==> config.mk <==
export PLATFORM = sky130hd
export DESIGN_NAME = async_transmitter_flat
export DESIGN_NICKNAME = d
export VERILOG_FILES = /design/src/rtl/async_serial_pkg.sv /design/src/rtl/async_transmitter_if.sv /design/src/rtl/async_tx_shifter.sv /design/src/rtl/async_transmitter.sv /design/src/flat_wrapper.sv
export SDC_FILE = /design/constraint.sdc
export NUM_CORES = 1
export LEC_CHECK = 0
export CAP_MARGIN = 5
export CORE_MARGIN = 1.5
export CORE_UTILIZATION = 53
export CTS_CLUSTER_DIAMETER = 30
export DETAILED_ROUTE_END_ITERATION = 10
export HOLD_SLACK_MARGIN = 0.15
export PLACE_DENSITY = 0.77
export SLEW_MARGIN = 20
export SYNTH_ARGS = -nofsm -noshare
export SYNTH_HDL_FRONTEND = slang
export SYNTH_SLANG_ARGS = --single-unit
==> constraint.sdc <==
create_clock -name Clk -period 3.3 [get_ports Clk]
set_input_delay 0.66 -clock Clk [delete_from_list [all_inputs] [get_ports Clk]]
set_output_delay 0.66 -clock Clk [all_outputs]
set_load 0.01 [all_outputs]
==> src/rtl/async_serial_pkg.sv <==
// async_serial_pkg: frame states, slot levels and frame length shared by the async serial transmitter and receiver
package async_serial_pkg;
  typedef enum logic [2:0] {IDLE, START, DATA, PARITY, STOP} state_t;
  localparam logic START_LEVEL = 1'b0;
  function automatic int frame_len(input int data_bits);
    return data_bits + 3;
  endfunction
endpackage

==> src/rtl/async_transmitter_if.sv <==
// async_transmitter_if: word handshake (Valid/Din/Ready) plus serial line Q and Busy; master drives words, slave transmits
interface async_transmitter_if #(parameter int DATA_BITS = 5);
  logic Valid;
  logic [DATA_BITS-1:0] Din;
  logic Ready;
  logic Q;
  logic Busy;
  modport master(output Valid, Din, input Ready, Q, Busy);
  modport slave(input Valid, Din, output Ready, Q, Busy);
endinterface

==> src/rtl/async_tx_shifter.sv <==
// async_tx_shifter: LSB-first shift register with running odd-parity accumulator (load, shift, data_in -> bit_out, parity_out)
module async_tx_shifter #(
  parameter int DATA_BITS = 5
) (
  input  logic                 Clk,
  input  logic                 Rst_n,
  input  logic                 load,
  input  logic                 shift,
  input  logic [DATA_BITS-1:0] data_in,
  output logic                 bit_out,
  output logic                 parity_out
);
  logic [DATA_BITS-1:0] sr;
  logic par;
  assign bit_out = sr[0];
  assign parity_out = par;
  always_ff @(posedge Clk) begin
    if (!Rst_n) begin
      sr <= '0;
      par <= 1'b0;
    end else if (load) begin
      sr <= data_in;
      par <= 1'b1;
    end else if (shift) begin
      sr <= sr >> 1;
      par <= par ^ sr[0];
    end
  end
endmodule

==> src/rtl/async_transmitter.sv <==
// async_transmitter: one-entry buffered serial framer (start, LSB-first data, odd parity, stop) on bus.Q with Busy/Ready
module async_transmitter
  import async_serial_pkg::*;
#(
  parameter int   DATA_BITS  = 5,
  parameter logic STOP_LEVEL = 1'b0,
  parameter logic IDLE_LEVEL = 1'b1
) (
  input logic Clk,
  input logic Rst_n,
  async_transmitter_if.slave bus
);
  localparam int CW = DATA_BITS > 1 ? $clog2(DATA_BITS) : 1;
  state_t state, nxt;
  logic full, accept, load, last, slot, bit_out, parity_out;
  logic [DATA_BITS-1:0] hold;
  logic [CW-1:0] cnt;
  assign accept = bus.Valid & ~full;
  assign load = nxt == START;
  assign last = cnt == CW'(DATA_BITS - 1);
  assign bus.Ready = ~full;
  assign bus.Busy = state != IDLE;
  always_comb begin
    nxt = state;
    case (state)
      IDLE:    nxt = full ? START : IDLE;
      START:   nxt = DATA;
      DATA:    nxt = last ? PARITY : DATA;
      PARITY:  nxt = STOP;
      STOP:    nxt = full ? START : IDLE;
      default: nxt = IDLE;
    endcase
  end
  always_comb begin
    slot = state == START  ? START_LEVEL :
           state == DATA   ? bit_out :
           state == PARITY ? parity_out :
           state == STOP   ? STOP_LEVEL : IDLE_LEVEL;
  end
  always_ff @(posedge Clk) begin
    if (!Rst_n) begin
      state <= IDLE;
      full <= 1'b0;
      hold <= '0;
      cnt <= '0;
      bus.Q <= IDLE_LEVEL;
    end else begin
      state <= nxt;
      full <= accept | (full & ~load);
      if (accept) hold <= bus.Din;
      cnt <= (state == DATA && !last) ? cnt + 1'b1 : '0;
      bus.Q <= slot;
    end
  end
  async_tx_shifter #(.DATA_BITS(DATA_BITS)) u_shifter (
    .Clk       (Clk),
    .Rst_n     (Rst_n),
    .load      (load),
    .shift     (state == DATA),
    .data_in   (hold),
    .bit_out   (bit_out),
    .parity_out(parity_out)
  );
endmodule

==> src/flat_wrapper.sv <==
// flat-port wrapper written by rule: the top's interface ports become plain ports
module async_transmitter_flat import async_serial_pkg::*;
#(
  parameter int   DATA_BITS  = 5,
  parameter logic STOP_LEVEL = 1'b0,
  parameter logic IDLE_LEVEL = 1'b1
)
  (Clk, Rst_n, bus_Valid, bus_Din, bus_Ready, bus_Q, bus_Busy);
  async_transmitter_if #(.DATA_BITS(DATA_BITS)) bus_i ();
  input logic Clk;
  input logic Rst_n;
  input wire logic [$bits(bus_i.Valid)-1:0] bus_Valid;
  input wire logic [$bits(bus_i.Din)-1:0] bus_Din;
  output wire logic [$bits(bus_i.Ready)-1:0] bus_Ready;
  output wire logic [$bits(bus_i.Q)-1:0] bus_Q;
  output wire logic [$bits(bus_i.Busy)-1:0] bus_Busy;
  assign bus_i.Valid = bus_Valid;
  assign bus_i.Din = bus_Din;
  assign bus_Ready = bus_i.Ready;
  assign bus_Q = bus_i.Q;
  assign bus_Busy = bus_i.Busy;
  async_transmitter #(.DATA_BITS(DATA_BITS), .STOP_LEVEL(STOP_LEVEL), .IDLE_LEVEL(IDLE_LEVEL)) u_core (.Clk(Clk), .Rst_n(Rst_n), .bus(bus_i));
endmodule
==> results.rst <==
.. list-table::
   :header-rows: 1

   * - Metric
     - Value
   * - Outcome
     - finished clean
   * - Main area contributors after synthesis
     - dfxtp_1 (45%), mux2i_1 (6.0%), nor2b_1 (6.0%)
   * - Most common flop cell mapped by yosys
     - dfxtp_1
   * - Commonest non-fill, non-tap cell in the layout
     - dfxtp_1
   * - Yosys top cell area share
     - 45.31%
   * - Leakage dissipation
     - 0.3807 nW
   * - Clock tree from TritonCTS
     - built
   * - Synthesized cell area
     - 839.6 um^2
   * - TritonCTS buffer count
     - 3
   * - Slew @ Worst Pin
     - 0.5763 ns
   * - Buffer cell driving the clock tree root
     - clkbuf_4
   * - Worst-case hold path end point
     - u_core.cnt[0]
   * - Number of setup buffers added after CTS
     - 0
   * - Max Clk Rate
     - 0.4353 GHz
   * - RSZ-0062 raised after global routing
     - no
   * - Area leader, netlist
     - dfxtp_1
   * - GRT Residual Overflow
     - 0
   * - Number of hold violations in the final report
     - 0
   * - Worst Hold Path Cells
     - 1
   * - Register clock-pin slew on the reported worst setup and hold paths
     - 0.10 ns
   * - Area overhead of the layout relative to synthesis
     - 15.20%
   * - Fin area
     - 967.2 um^2
   * - First-pass GRT wire length
     - 2497 um
   * - Proportion of register bits with asynchronous set or reset after synthesis
     - 0%
   * - Number of global-route vias before repair
     - 598
   * - Starting Density
     - 56.39%
   * - Routed vias
     - 638
   * - DR pass1 iterations
     - 4
   * - Crit start category
     - register
   * - Final HPWL DP
     - 1082 um
   * - PostCTS Resize Cnt
     - 0
   * - Max-Cap Viols
     - 0
   * - Floorplan die height
     - 42.80 um
   * - Flop and latch count out of synthesis
     - 19
   * - Period utilisation layout
     - 69.61%
   * - Worst skew pair latency
     - 0.29 ns
   * - Drt first-iter violations
     - 10
   * - Num Clock Sinks
     - 19
   * - Synthesized area divided by synthesized cell count
     - 9.540 um^2
   * - Final Core Density
     - 64.96%
   * - Synth Instances
     - 88
   * - Power per unit of standard cell area
     - 467.6 nW/um^2
   * - Pins Over Slew Limit
     - 0
   * - CP Data Arrival Time
     - 1.64 ns
   * - Die area
     - 1832 um^2
   * - Detail Route Antenna Nets
     - 0
   * - Endpoint class of the critical path
     - output pin
   * - Beginning of the worst hold path
     - u_core.cnt[0]
   * - Required arrival time at the worst endpoint
     - 2.64 ns
   * - Reg-to-reg critical path startpoint
     - u_core.state[1]
   * - # IOs
     - 11
   * - Diode count
     - 0
   * - Unique cell type count in the Yosys netlist
     - 30
   * - Worst clock skew on the final layout
     - 0.003021 ns
   * - Setup violators final
     - 0
   * - H-tree Lvls
     - 1
   * - Quantity of hold-fixing buffers added after cts
     - 0
   * - Worst-path fanout max
     - 17
   * - Final sum of negative setup slack
     - 0 ns
   * - Area after detailed placement
     - 940.9 um^2
   * - Number of buffers on the longest clock path
     - 2
   * - Worst reg2reg endpoint
     - u_core.u_shifter.sr[0]
   * - Number of warning messages in the yosys log
     - 0
   * - Standard cell core area
     - 1489 um^2
   * - Final layout net count
     - 109
   * - Worst VDD drop
     - 0.2799 mV
   * - Global-route usage over all layers
     - 18.42%
   * - Worst Path Class, Setup
     - register to output pin
   * - Number of core rows
     - 14
   * - Antenna violations before repair
     - 0
   * - Horizontal extent of the die
     - 42.80 um
   * - Proportion of layout cells with a drive suffix above 1
     - 5.102%
   * - Maximum number of pins on one net before global-route repair
     - 18
   * - IO buf count
     - 10
   * - Residual DRC
     - 0
   * - Average detailed-routed wire length per instance
     - 12.94 um
   * - Max-Slew Margin vs Limit
     - 61.50%
   * - Number of enable-type register cells in the synthesized netlist
     - 0
   * - Total wirelength of the detailed-routed design
     - 1475 um
   * - Depth of the most critical reg-to-reg path
     - 3
   * - Worst R2R Setup Slack
     - 1.80 ns
   * - Routability congestion estimate from global placement
     - 0.7164
   * - Syn nets
     - 98
   * - Routed vias/inst
     - 5.596
   * - Overall power consumption
     - 0.4522 mW
   * - Min cycle time layout
     - 2.297 ns
   * - Hold crit path type
     - register to register
   * - Highest-count cells in the layout ignoring fill and taps
     - dfxtp_1 (19), clkdlybuf4s50_1 (10), inv_1 (8), nor2b_1 (8), a21oi_1 (8)
   * - Fraction of the yosys area taken by sequential cells
     - 45.31%
synthesized netlist by cell type, types with 2 or more instances:
master    count
nor2b_1       8
mux2i_1       5
dfxtp_1      19
inv_1         8
a21o_1        2
nand2b_1      3
a21boi_0      2
o21ai_0       3
ha_1          2
o221ai_1      4
buf_2         3
nor2_1        4
a21oi_1       8
report_power, final:
| group | internal (mW) | switching (mW) | leakage (nW) |
|---|---|---|---|
| combinational | 0.0419 | 0.0306 | 0.210 |
| sequential | 0.247 | 0.0178 | 0.156 |
| clock | 0.0470 | 0.0682 | 0.0150 |
worst max-delay path, stage by stage, from the launching register on:
cell	delay, ns
dfxtp_1	0.48
or3_1	0.40
clkdlybuf4s50_1	0.48
sequential cells by signal, summed over array words and instances (netlist names):
| name | flops |
|---|---|
| u_core.full | 1 |
| u_core.u_shifter.sr | 5 |
| u_core.cnt | 3 |
| u_core.hold | 5 |
| u_core.state | 3 |
| u_core.u_shifter.parity_out | 1 |
| u_core.bus.Q | 1 |
per-layer routing:
metal	vias to the layer above	wire, um	track usage, %	share of wire, %
met2	13	709	27.88	48
met3	2	60	6.383	4.1
met4	0	15	10.00	1.0
met5	-	0	0	0
li1	325	-	-	-
met1	298	689	22.73	47
how the worst max path moves through the flow:
stage               cells after the start            start  slack (ns)        endpoint
CTS                                     2  u_core.state[1]         1.0        bus_Busy
detailed placement                      4        bus_Valid        1.22  u_core.hold[1]
floorplan                               2  u_core.state[1]        1.75        bus_Busy
global route                            2  u_core.state[1]        0.88        bus_Busy
finish                                  2  u_core.state[1]        1.00        bus_Busy
global placement                        4        bus_Valid        1.30  u_core.hold[4]
final cells by class:
cell class	count	area (um^2)
multi-input cells	57	410.4
well taps	16	20.02
inverters	8	30.03
repair buffers	10	100.1
flip-flops and latches	19	380.4
clock buffers	4	26.28
fillers	123	521.8
metrics by stage:
step | cells | setup WS [ns] | hold slack, ns
final | 114 | 1.003 | 0.4532
after global routing | 114 | 0.8758 | 0.4759
after CTS | 114 | 0.9956 | 0.4574
after detailed placement | 110 | 1.221 | 0.4411
after global placement | 110 | 1.302 | 0.4330
after floorplan | 88 | 1.749 | 0.4173
kinds of logic (layout without fill, tap and decap cells):
group,after synthesis,in the layout,synth area share (%)
and+or+nand+nor,26,26,20.12
AOI/OAI and AO/OA,22,22,17.73
DFF,19,19,45.30
buffers and inverters,12,22,5.811
muxes,5,5,5.961
adders and majority gates,2,2,2.980
xor gates and xnor gates,2,2,2.087
Note: power is estimated with default switching activity, not from simulation.
